**src/rtl/io_ram_sync.sv**
```systemverilog
// Clocked MC14500B data RAM: word memory with mapped output latches,
// input pins and a post-reset clear. Option: IO_RAM_SYNC_INPUT_EN.
module io_ram_sync #(
    parameter int WORD     = 1,
    parameter int SIZE_LOG = 8,
    parameter int OUTPUT   = 8,
    parameter int INPUT    = 8
) (
    input  logic                                clk,
    input  logic                                rst_n,
    input  logic                                write,
    input  logic                                read,
    input  logic [SIZE_LOG-1:0]                 address,
    input  logic [WORD-1:0]                     data_in,
    output logic [WORD-1:0]                     data_out,
    output logic                                data_valid,
    output logic                                busy,
    input  logic [(INPUT > 0 ? INPUT : 1)-1:0]  input_pins,
    output logic [(OUTPUT > 0 ? OUTPUT : 1)-1:0] output_pins
);

    localparam int SIZE = 2 ** SIZE_LOG;
    localparam int IN_W = (INPUT > 0) ? INPUT : 1;
    localparam logic [SIZE_LOG:0] IN_LO = (SIZE_LOG + 1)'(OUTPUT);
    localparam logic [SIZE_LOG:0] IN_HI = (SIZE_LOG + 1)'(OUTPUT + INPUT);

    typedef enum logic {
        S_CLEAR,
        S_READY
    } state_t;

    state_t               r_state;
    state_t               w_next;
    logic [SIZE_LOG-1:0]  r_clr_addr;
    logic [WORD-1:0]      r_mem [SIZE];
    logic [IN_W-1:0]      w_pins;

    logic                 w_clear;
    logic                 w_ready;
    logic                 w_clr_last;
    logic                 w_in_win;
    logic                 w_mem_we;
    logic                 w_pin;
    logic [SIZE_LOG:0]    w_addr_x;
    logic [SIZE_LOG-1:0]  w_mem_addr;
    logic [SIZE_LOG-1:0]  w_pin_idx;
    logic [WORD-1:0]      w_mem_wd;
    logic [WORD-1:0]      w_rd_word;

    assign w_clear    = (r_state == S_CLEAR);
    assign w_ready    = (r_state == S_READY);
    assign w_clr_last = (r_clr_addr == SIZE_LOG'(SIZE - 1));

    // FSM: state register
    always_ff @(posedge clk) begin
        if (!rst_n) begin
            r_state    <= S_CLEAR;
            r_clr_addr <= '0;
        end else begin
            r_state <= w_next;
            if (w_clear) r_clr_addr <= r_clr_addr + SIZE_LOG'(1);
        end
    end

    // FSM: next state
    always_comb begin
        w_next = r_state;
        unique case (r_state)
            S_CLEAR: if (w_clr_last) w_next = S_READY;
            S_READY: w_next = S_READY;
        endcase
    end

    // FSM: outputs
    always_comb begin
        busy = w_clear;
    end

`ifdef IO_RAM_SYNC_INPUT_EN
    logic [IN_W-1:0] r_sync1;
    logic [IN_W-1:0] r_sync2;

    always_ff @(posedge clk) begin
        if (!rst_n) begin
            r_sync1 <= '0;
            r_sync2 <= '0;
        end else begin
            r_sync1 <= input_pins;
            r_sync2 <= r_sync1;
        end
    end

    assign w_pins = r_sync2;
`else
    assign w_pins = input_pins;
`endif

    assign w_addr_x  = {1'b0, address};
    assign w_in_win  = (w_addr_x >= IN_LO) && (w_addr_x < IN_HI);
    assign w_pin_idx = address - SIZE_LOG'(OUTPUT);

    always_comb begin
        w_pin = 1'b0;
        for (int i = 0; i < IN_W; i++) begin
            if (w_pin_idx == SIZE_LOG'(i)) w_pin = w_pins[i];
        end
    end

    // Writes into the input window are dropped; the clear owns the port.
    assign w_mem_we   = rst_n && (w_clear || (w_ready && write && !w_in_win));
    assign w_mem_addr = w_clear ? r_clr_addr : address;
    assign w_mem_wd   = w_clear ? '0 : data_in;

    always_ff @(posedge clk) begin
        if (w_mem_we) r_mem[w_mem_addr] <= w_mem_wd;
    end

    always_comb begin
        if (w_in_win)   w_rd_word = WORD'(w_pin);
        else if (write) w_rd_word = data_in;
        else            w_rd_word = r_mem[address];
    end

    always_ff @(posedge clk) begin
        if (!rst_n) begin
            data_out   <= '0;
            data_valid <= 1'b0;
        end else if (w_ready && read) begin
            data_out   <= w_rd_word;
            data_valid <= 1'b1;
        end else begin
            data_valid <= 1'b0;
        end
    end

    generate
        if (OUTPUT > 0) begin : g_out
            logic [OUTPUT-1:0] r_out;

            always_ff @(posedge clk) begin
                if (!rst_n) begin
                    r_out <= '0;
                end else begin
                    for (int i = 0; i < OUTPUT; i++) begin
                        if (w_clear && r_clr_addr == SIZE_LOG'(i))
                            r_out[i] <= 1'b0;
                        else if (w_ready && write && address == SIZE_LOG'(i))
                            r_out[i] <= data_in[0];
                    end
                end
            end

            assign output_pins = r_out;
        end else begin : g_no_out
            assign output_pins = 1'b0;
        end
    endgenerate

endmodule

```
**config.mk**
```make
export PLATFORM = sky130hd
export DESIGN_NAME = io_ram_sync
export DESIGN_NICKNAME = d
export VERILOG_FILES = /design/src/rtl/io_ram_sync.sv
export SDC_FILE = /design/constraint.sdc
export NUM_CORES = 1
export LEC_CHECK = 0
export BUFFER_PORTS_ARGS = -buffer_cell sky130_fd_sc_hd__buf_4
export CORE_ASPECT_RATIO = 1.4
export CORE_UTILIZATION = 60
export CTS_CLUSTER_SIZE = 25
export DETAILED_ROUTE_END_ITERATION = 10
export PLACE_DENSITY = 0.82
export SLEW_MARGIN = 20
export SYNTH_ARGS = -nofsm -noshare
export SYNTH_HDL_FRONTEND = slang
export SYNTH_SLANG_ARGS = --single-unit
export TNS_END_PERCENT = 10
```
**constraint.sdc**
```tcl
create_clock -name clk -period 17.6 [get_ports clk]
set_input_delay 1.76 -clock clk [delete_from_list [all_inputs] [get_ports clk]]
set_output_delay 1.76 -clock clk [all_outputs]
set_load 0.005 [all_outputs]
```
Word-level counts from Yosys, hierarchy flattened

Memories as Yosys holds them, arrays and structs flattened.
Index checks and enable logic that the tools add are counted.
Widths: inputs -> output; s select.

Flip-flop bits (word level): 19
Memory bits (writable): 256
Output and inout port bits: 11
Memories kept: 1

Memory list:

| name  | words | bits a word | read ports | clocked after memory_dff | write ports | RTL line | text |
|---|---|---|---|---|---|---|---|
| r_mem | 256   | 1           | 1          | 0                        | 1           | 35       | `logic [WORD-1:0] r_mem [SIZE];` |

Add/subtract/negate cells: 2
Magnitude comparators: 2
Eq/ne operators: 22
Muxes and demuxes: 17
Bitwise operators: 2
Reductions and logical operators: 34

Operator list:

| cell                | number |
|---|---|
| $eq 8x3->1 const B  | 12 |
| $eq 8x2->1 const B  | 6 |
| $eq 8x1->1 const B  | 3 |
| $logic_not 8->1     | 3 |
| $logic_and 1x1->1   | 21 |
| $reduce_or 2->1     | 8 |
| $mux 1              | 15 |
| $add 8x1->8 const B | 1 |
| $eq 8x8->1 const B  | 1 |
| $ge 8x4->1 const B  | 1 |
| $lt 8x5->1 const B  | 1 |
| $mux 8              | 1 |
| $sub 8x4->8 const B | 1 |
| $not 1->1           | 2 |
| $pmux 1 s2          | 1 |
| $logic_not 1->1     | 1 |
| $logic_or 1x1->1    | 1 |

Depth between registers and ports, before layout

Gate-level depths: netlist of run 1.

Depth in word-level cells: 11
Depth in mapped cells: 10
Mapped depth without buffers: 8

Worst setup path before layout of run 1

OpenSTA, ideal clock, no wires.

Path type: input-to-reg
From: in data_in
To: mem r_mem[0], data pin
Setup time: 1.356 ns
Data arrival time: 7.693 ns
Data required time: 16.244 ns
Slack: 8.551 ns
Cell stages on the path: 2
Path through: clkinv_1 nor2_1

Word-level cells in the longest chain between the ends: 1

RTL lines:

| item               | RTL line | text |
|---|---|---|
| start: declaration | 14       | `input logic [WORD-1:0] data_in,` |
| $mux 1             | 112      | `assign w_mem_wd = w_clear ? '0 : data_in;` |
| named net w_mem_wd | 47       | `logic [WORD-1:0] w_mem_wd;` |
| end: declaration   | 35       |  |

The timed path passes the listed nets, and every way through them passes these cells.

Final worst setup path of run 1

From: in address[1]
To: mem r_mem[175], enable pin

Word-level cells in the longest chain between the ends: 8
Elaborated cells between the ends (all ways): 10
Those cells by class: order compare: 2; mux: 3; reduce/logical: 5

RTL lines:

| item                                     | RTL line | text |
|---|---|---|
| start: declaration                       | 13       | `input logic [SIZE_LOG-1:0] address,` |
| $ge 8x4->1 or $lt 8x5->1 (tied branches) | 99       | `assign w_in_win = (w_addr_x >= IN_LO) && (w_addr_x < IN_HI);` |
| $logic_and 1x1->1                        | 99       |  |
| $logic_not 1->1                          | 110      | `assign w_mem_we = rst_n && (w_clear \|\| (w_ready && write && !w_in_win));` |
| $logic_and 1x1->1                        | 110      |  |
| $logic_or 1x1->1                         | 110      |  |
| $logic_and 1x1->1                        | 110      |  |
| $mux 1                                   | 115      | `if (w_mem_we) r_mem[w_mem_addr] <= w_mem_wd;` |
| $mux 1 (not written as such)             | 115      |  |

Parallel ways exist; a longest one is shown, timed or not.

==> results of run 1 <==
==> cell usage in the layout (no fill, tap or decap), types with 3 or more instances in the layout <==
cell       Yosys  final
nor3_1         7      7
nor2_1       285    284
a21oi_1        4      4
o2111ai_1      4      4
o221ai_1       7      7
mux2i_1       26     26
nor2b_1        7      7
nand3b_1       3      3
mux4_2        41     41
xor2_1         4      4
clkbuf_16      0     25
nor4_1         4      4
clkinv_1       1      8
o21ai_0       17     17
clkinv_2       0      3
mux4_1        10     10
nand2_2        8      8
o22ai_1        6      6
nand2_1       48     48
a211oi_1      12     12
or4_1          3      3
nand3_1       10     10
edfxtp_1     248    248
or3_1          5      5
clkbuf_1      27      5
nand2b_1       5      5
ha_1           6      6
a22o_1         6      6
mux2_2        13     13
buf_4         10     34
nor2_2         6      6
dfxtp_1       19     19
inv_1         12     12
==> routing by layer <==
| metal | global-route usage | vias to the layer above | share of wire | wire, um |
|---|---|---|---|---|
| met5 | 0 | - | 0 | 0 |
| met4 | 0.158 | 0 | 0.059 | 1720 |
| met3 | 0.0368 | 126 | 0.094 | 2750 |
| met2 | 0.489 | 479 | 0.51 | 14900 |
| met1 | 0.353 | 3873 | 0.34 | 10000 |
| li1 | - | 3396 | - | - |
==> per-stage QoR <==
stage / std cells / area [um2] / worst slack [ps] / hold WS (ps) / utilization
2_1_floorplan: 927 / 12300 / 8550 / 492 / -
3_3_place_gp: 1148 / 12400 / 12740 / 489 / 0.625
3_5_place_dp: 1148 / 12400 / 12650 / 497 / 0.625
4_1_cts: 1191 / 13200 / 13170 / 505 / 0.662
5_1_grt: 1191 / 13200 / 12980 / 526 / 0.662
6_report: 1191 / 13200 / 13160 / 499 / 0.662
==> synthesized netlist by cell type, drive strengths merged (7+ instances only) <==
library cell  instances  area, um2
nand2                56        230
nand3                10       50.1
buf                  39        303
clkbuf               27        101
a211oi               14        115
mux2i                26        260
nor2                291       1110
nor3                  7       35.0
o221ai                7       61.3
edfxtp              248       7450
mux4                 51       1190
nor2b                 7       43.8
inv                  12       45.0
dfxtp                19        380
o21ai                18       90.1
mux2                 13        146
==> layout make-up <==
cell class,count,area (um2),area share
Clock inverter,13,95.1,0.00721
Sequential cell,267,7830,0.593
Inverter,13,48.8,0.00370
Timing Repair Buffer,35,267,0.0202
Multi-Input combinational cell,581,3990,0.303
Clock buffer,30,644,0.0488
Tap cell,252,315,0.0239
==> flip-flops by register name, indices dropped and copies added (netlist names) <==
name         cells
output_pins      8
r_clr_addr       8
r_mem          248
data_valid       1
r_state          1
data_out         1
==> where the power goes <==
part           internal, uW  total [uW]  switching, uW
clock network           275         497            223
logic                  24.6        68.3           43.7
registers               683         685           1.79
==> path summary, 6_finish.rpt <==
kind                                               endpoint  slack [ps]  cells after the start
worst max-delay path                   r_mem[175]$_DFFE_PP_       13160                      6
worst min-delay path            output_pins[1]$_SDFFE_PP0P_         500                      2
worst max register to register         r_mem[226]$_DFFE_PP_       13480                      4
worst min register to register  output_pins[1]$_SDFFE_PP0P_         500                      2
==> cell families (layout without fill, tap and decap cells) <==
family	Yosys count	count (layout)	share of synthesized area
XOR/XNOR	6	6	0.00428
buffers and inverters	79	91	0.0369
AO/OA/AOI/OAI	78	78	0.0481
adder cells (fa/ha/maj)	6	6	0.00612
multiplexers	90	90	0.130
flip-flops	267	267	0.638
AND/OR/NAND/NOR	401	401	0.137
==> worst max-delay path, delay by kind of cell <==
family / cells / cell delay, ps
compound gates: 1 / 410
buf+inv: 2 / 950
simple gates: 3 / 1470
==> flow_summary.json, run 1 <==
{
  "status": "finished, final reports clean",
  "clk-insertion-delay-late_ps": 520,
  "tns_ps": 0,
  "postCtsHoldBufs": 0,
  "fillers": 1339,
  "drc": 0,
  "yosys_register_bits": 267,
  "num_vias": 7874,
  "synth-warning-count": 0,
  "ios": 32,
  "drv_cap": 0,
  "arrival_ps": 4650,
  "power.total_uw": 1250,
  "wl_per_cell_um": 24.6,
  "drive_gt1_frac": 0.148,
  "drt_wl_total_um": 29300,
  "grt_max_degree": 142,
  "first_pass_iters": 5,
  "synth_cell_types": 59,
  "crit_fanout": 55,
  "endpoint_kind": "flop",
  "syn_area_per_cell_um2": 13.2,
  "hpwlAfterDp_um": 17000,
  "post-route-min-period_ps": 4440,
  "yosysSeqAreaShare": 0.638,
  "ys_async_sr_fraction": 0,
  "syn_nets": 954,
  "drtIter0Drc": 1174,
  "critPathSlowestCell": "nand2_1",
  "post_cts_buffers": 0,
  "synthToLayoutAreaGrowth_pct": 7.54,
  "antenna_cells": 0,
  "cts_max_path_buffers": 3,
  "p_leak_uw": 0.00412,
  "slew_violations": 0,
  "dieArea_um2": 21000,
  "first_global_vias": 7628,
  "nNetsFinal": 949,
  "port_buffers": 31,
  "cts_root_buffer": "clkbuf_16",
  "clock.fmax_mhz": 225,
  "netlist_area_um2": 12300,
  "fin_crit_sh": 0.252,
  "synth-edff-count": 248,
  "rsz0062_at_grt": "no",
  "finalSetupViolations": 0,
  "ant_nets": 0,
  "overflow": 0,
  "die_w_um": 123,
  "htree_num_levels": 1,
  "vdd_drop_max_mv": 0.0654,
  "cts_resized": 0,
  "clkTransAtPathRegs_ps": 60,
  "min_path_type": "flop to flop",
  "slowest_delay_ps": 740,
  "core_area_um2": 19900,
  "cp_data_required_time_ps": 17810,
  "cp-start-kind": "input port",
  "gp_congestion": 0.938,
  "reg2reg_from": "r_state$_SDFF_PN0_",
  "worst-setup-path-type": "input port to flop",
  "crit_path_start": "address[1]",
  "slew_headroom": 0.260,
  "rows": 61,
  "skew_ps": 13.5,
  "start_util": 0.616,
  "vias_per_cell": 6.61,
  "tritoncts": "built",
  "cts_made_buffers": 24,
  "hold_viol_final": 0,
  "power_density_nw_per_um2": 94.8,
  "worstPathCellList": "buf_4 > buf_4 > nand2_1 > o21ai_0 > nand2_1 > nor2_1",
  "grt_use_total": 0.287,
  "synth_ff_type": "edfxtp_1",
  "min_from": "output_pins[1]$_SDFFE_PP0P_",
  "die_h_um": 171,
  "cts.sinks": 267,
  "tightest_slew_ps": 1110,
  "grt_pass1_wl_um": 43400,
  "grt_antenna_before_repair": 0,
  "synthCells": 927
}
No activity file was read; power rests on OpenSTA's default activity.
==> run 2: changes to the inputs <==
==> constraint.sdc (replaced) <==
create_clock -name clk -period 4.5 [get_ports clk]
set_input_delay 0.45 -clock clk [delete_from_list [all_inputs] [get_ports clk]]
set_output_delay 0.45 -clock clk [all_outputs]
set_load 0.005 [all_outputs]
==> run 2 against run 1 <==
Compared with the run above: combinational power increased to 4.0 times the previous value; critical path depth unchanged; largest cell class unchanged; sequential power grew to 3.9 times the previous value; first-iteration DRC count shrank 12%; worst setup slack worse by 12000 ps; clock-buffer cell count unchanged; final area grew 0.36%.
==> flow_summary.json, run 2 (synthesis gave the netlist of run 1 again) <==
{
  "grt_use_total": 0.292,
  "arrival_ps": 3230,
  "ios": 32,
  "wl_per_cell_um": 24.6,
  "die_w_um": 123,
  "drc": 0,
  "cts_max_path_buffers": 3,
  "first_pass_iters": 8,
  "cp-start-kind": "flop",
  "finalSetupViolations": 0,
  "largest_register_ff_count": 248,
  "final_common_cell": "nor2_1",
  "worstPathCellList": "buf_4 > inv_1 > nand2_1 > o21ai_0 > nand2_1 > nor2_1",
  "grt_antenna_before_repair": 0,
  "vdd_drop_max_mv": 0.301,
  "hpwlAfterDp_um": 16900,
  "cts_made_buffers": 24,
  "htree_num_levels": 1,
  "cts.sinks": 267,
  "rsz0062_at_grt": "no",
  "crit_fanout": 25,
  "drtIter0Drc": 1038,
  "tritoncts": "built",
  "worst-setup-path-type": "flop to flop",
  "tightest_slew_ps": 1050,
  "clkTransAtPathRegs_ps": 60,
  "overflow": 0,
  "first_global_vias": 7941,
  "status": "finished, final reports clean",
  "power_density_nw_per_um2": 370,
  "dieArea_um2": 21000,
  "post-route-min-period_ps": 3010,
  "die_h_um": 171,
  "nNetsFinal": 953,
  "postCtsHoldBufs": 0,
  "ant_nets": 0,
  "critPathSlowestCell": "o21ai_0",
  "layout_common_cells": "nor2_1 (284), edfxtp_1 (248), nand2_1 (48)",
  "core_area_um2": 19900,
  "cts_resized": 0,
  "drv_cap": 0,
  "synthToLayoutAreaGrowth_pct": 7.92,
  "cp_data_required_time_ps": 4720,
  "slowest_delay_ps": 770,
  "port_buffers": 31,
  "drt_wl_total_um": 29300,
  "crit_path_frequent_cell": "nand2_1",
  "fillers": 1371,
  "rows": 61,
  "hold_viol_final": 0,
  "skew_ps": 15.2,
  "grt_pass1_wl_um": 44800,
  "critPathTopFamily": "simple AND/OR/NAND/NOR gates",
  "slew_violations": 0,
  "path_buf_inv": 2,
  "gp_congestion": 0.872,
  "cts_root_buffer": "clkbuf_16",
  "clk-insertion-delay-late_ps": 530,
  "tns_ps": 0,
  "p_leak_uw": 0.00414,
  "post_cts_buffers": 0,
  "antenna_cells": 0,
  "clock.fmax_mhz": 332,
  "grt_max_degree": 156,
  "num_vias": 7933,
  "timing.hold.ws_ps": 247,
  "max_flop_register": "r_mem",
  "start_util": 0.616,
  "min_path_type": "input port to flop",
  "fin_crit_sh": 0.670,
  "endpoint_kind": "flop",
  "vias_per_cell": 6.66,
  "slew_headroom": 0.300,
  "drive_gt1_frac": 0.149
}
[run 2: cell types whose count changed in the layout (fill, tap and decap cells not counted), moves of 2 or more]
cell / previous run / this run
clkinv_2: 3 / 1
buf_12: 0 / 3
clkinv_1: 8 / 6
buf_4: 34 / 36
[run 2: path summary, 6_finish.rpt]
| path | from | end | slack [ps] | cells after the start |
|---|---|---|---|---|
| setup reg to reg | r_state$_SDFF_PN0_ | r_mem[240]$_DFFE_PP_ | 1490 | 6 |
| hold reg to reg | output_pins[1]$_SDFFE_PP0P_ | output_pins[1]$_SDFFE_PP0P_ | 500 | 2 |
| hold / removal | rst_n | output_pins[5]$_SDFFE_PP0P_ | 250 | 3 |
| setup / recovery | r_state$_SDFF_PN0_ | r_mem[240]$_DFFE_PP_ | 1490 | 6 |
[run 2: cell type report]
class,instances,area [um2],area share
repair buffers,39,330,0.0250
clock buffers,30,623,0.0471
well taps,252,315,0.0238
flip-flops and latches,267,7830,0.591
multi-input cells,581,3990,0.302
clock inverters,9,100,0.00756
inverters,13,48.8,0.00369
[run 2: power breakdown]
| part | internal, uW | switching [uW] | leakage, uW |
|---|---|---|---|
| logic | 98.9 | 173 | 0.00134 |
| registers | 2670 | 6.04 | 0.00245 |
| clock network | 1090 | 860 | 0.000350 |
| total | 3860 | 1040 | 0.00414 |
[run 2: metrics by stage]
stage	util	instances	area, um2	setup WS [ps]	power (uW)
floorplan	-	927	12300	1150	2920
global placement	0.628	1152	12500	1480	2990
global route	0.665	1191	13200	1370	5010
CTS	0.665	1191	13200	1630	4900
finish	0.665	1191	13200	1490	4900
detailed placement	0.628	1152	12500	1410	3000
[run 2: layer usage]
layer	wire [um]	GRT usage
met5	0	0
met4	1510	0.157
met3	2760	0.0517
met2	14900	0.500
met1	10100	0.348
[run 2: worst register-to-register path, cell delays in order (launching register included)]
cell and delay, ps:
dfxtp_1 300, buf_4 210, inv_1 430, nand2_1 140
o21ai_0 770, nand2_1 560, nor2_1 300
==> run 3: changes to the inputs <==
==> constraint.sdc (replaced) <==
create_clock -name clk -period 2.85 [get_ports clk]
set_input_delay 0.285 -clock clk [delete_from_list [all_inputs] [get_ports clk]]
set_output_delay 0.285 -clock clk [all_outputs]
set_load 0.005 [all_outputs]
==> run 3 against run 2 <==
Compared with the run above: via count increased by 3.0%; register-to-register slack got worse by 1100 ps; highest routed layer unchanged; critical endpoint is now r_mem[222]$_DFFE_PP_; worst setup slack lost 1100 ps; sequential power rose by 58%; first-iteration DRC count up 13%; hold slack lost 170 ps; combinational power increased by 74%; largest power group unchanged; fmax is 23% higher.
==> flow_summary.json, run 3 (synthesis gave the netlist of run 1 again) <==
{
  "power.total_uw": 8290,
  "skew_ps": 13.1,
  "drive_gt1_frac": 0.200,
  "gp_congestion": 0.930,
  "arrival_ps": 2660,
  "die_w_um": 123,
  "hold_viol_final": 0,
  "overflow": 0,
  "min_path_type": "input port to flop",
  "place_inst": 1197,
  "die_h_um": 171,
  "cts_max_path_buffers": 3,
  "start_util": 0.616,
  "wl_per_cell_um": 25.0,
  "post_dp_cell_area_um2": 12900,
  "setup_slack_ps": 407,
  "drv_cap": 0,
  "clock.fmax_mhz": 409,
  "first_pass_iters": 5,
  "postCtsHoldBufs": 0,
  "drc": 0,
  "post-route-min-period_ps": 2440,
  "grt_max_degree": 81,
  "status": "finished, final reports clean",
  "tritoncts": "built",
  "vdd_drop_max_mv": 0.413,
  "crit_fanout": 25,
  "worstPathCellList": "nand3_1 > o21ai_0 > nand2_1 > nor2_1 > nand2_1 > nor2_1",
  "max_flop_register": "r_mem",
  "final_common_cell": "nor2_1",
  "synthToLayoutAreaGrowth_pct": 12.3,
  "p_leak_uw": 0.00444,
  "finalSetupViolations": 0,
  "rows": 61,
  "critPathTopFamily": "simple AND/OR/NAND/NOR gates",
  "first_global_vias": 8134,
  "cts.sinks": 267,
  "drtIter0Drc": 1170,
  "ant_nets": 0,
  "htree_num_levels": 1,
  "cp-start-kind": "flop",
  "clk-insertion-delay-late_ps": 530,
  "path_buf_inv": 0,
  "core_area_um2": 19900,
  "tightest_slew_ps": 664,
  "rsz0062_at_grt": "no",
  "tns_ps": 0,
  "regArea_um2": 7830,
  "critPathSlowestCell": "dfxtp_4",
  "ios": 32,
  "grt_pass1_wl_um": 46200,
  "largest_register_ff_count": 248,
  "fin_crit_sh": 0.857,
  "nNetsFinal": 999,
  "cts_root_buffer": "clkbuf_16",
  "drt_wl_total_um": 31100,
  "grt_use_total": 0.305,
  "antenna_cells": 0,
  "layout_common_cells": "nor2_1 (284), edfxtp_1 (248), buf_4 (78)",
  "port_buffers": 31,
  "power_density_nw_per_um2": 602,
  "hpwlAfterDp_um": 19900,
  "dieArea_um2": 21000,
  "slowest_delay_ps": 540,
  "slew_violations": 0,
  "fillers": 1282,
  "cp_data_required_time_ps": 3060,
  "vias_per_cell": 6.57,
  "fin_area_um2": 13800,
  "pre_cts_ws_ps": 163,
  "cts_made_buffers": 25,
  "post_cts_buffers": 0,
  "endpoint_kind": "flop",
  "clkTransAtPathRegs_ps": 60,
  "cts_resized": 0,
  "layout.cells.non_filler": 1243,
  "worst-setup-path-type": "flop to flop",
  "grt_antenna_before_repair": 0,
  "num_vias": 8171,
  "slew_headroom": 0.556,
  "multi_input_area_um2": 3990
}
[run 3: cell types whose count changed in the layout (fill, tap and decap cells not counted), sizes merged]
| cell | delta |
|---|---|
| inv | +1 |
| clkinv | +5 |
| clkinvlp | +1 |
| bufinv | +4 |
| clkbuf | -4 |
| buf | +45 |
[run 3: report_power, final]
group	internal [uW]	total (uW)	switching [uW]
Sequential	4220	4230	10.3
Combinational	181	473	292
Clock	2150	3590	1440
Total	6550	8290	1740
[run 3: worst paths after layout]
check        depth (start not counted)                     endpoint                        start  slack [ps]
max                                  6         r_mem[222]$_DFFE_PP_           r_state$_SDFF_PN0_         410
min                                  3  output_pins[6]$_SDFFE_PP0P_                        rst_n          80
max reg2reg                          6         r_mem[222]$_DFFE_PP_           r_state$_SDFF_PN0_         410
min reg2reg                          2  output_pins[2]$_SDFFE_PP0P_  output_pins[2]$_SDFFE_PP0P_         500
[run 3: area by class of cell]
class	instances	area share
clock buffer	26	0.0457
clock inverter	20	0.0183
inverter	13	0.00372
multi-input combinational	581	0.290
sequential	267	0.568
tap	252	0.0229
timing repair buffer	84	0.0512
[run 3: layer usage]
layer | share of wire | global-route usage
met5 | 0 | 0
met4 | 0.069 | 0.194
met3 | 0.085 | 0.0355
met2 | 0.50 | 0.512
met1 | 0.34 | 0.375
[run 3: worst register-to-register path: cells and delay by family (launching register included)]
family | cells | cell delay, ps
DFF | 1 | 540
AOI/OAI and AO/OA | 1 | 90
and+or+nand+nor | 5 | 1500
[run 3: stage by stage]
stage	util	hold WS, ps
2_1_floorplan	-	442
3_3_place_gp	0.647	488
3_5_place_dp	0.647	495
4_1_cts	0.692	65.7
5_1_grt	0.692	82.7
6_report	0.692	78.4
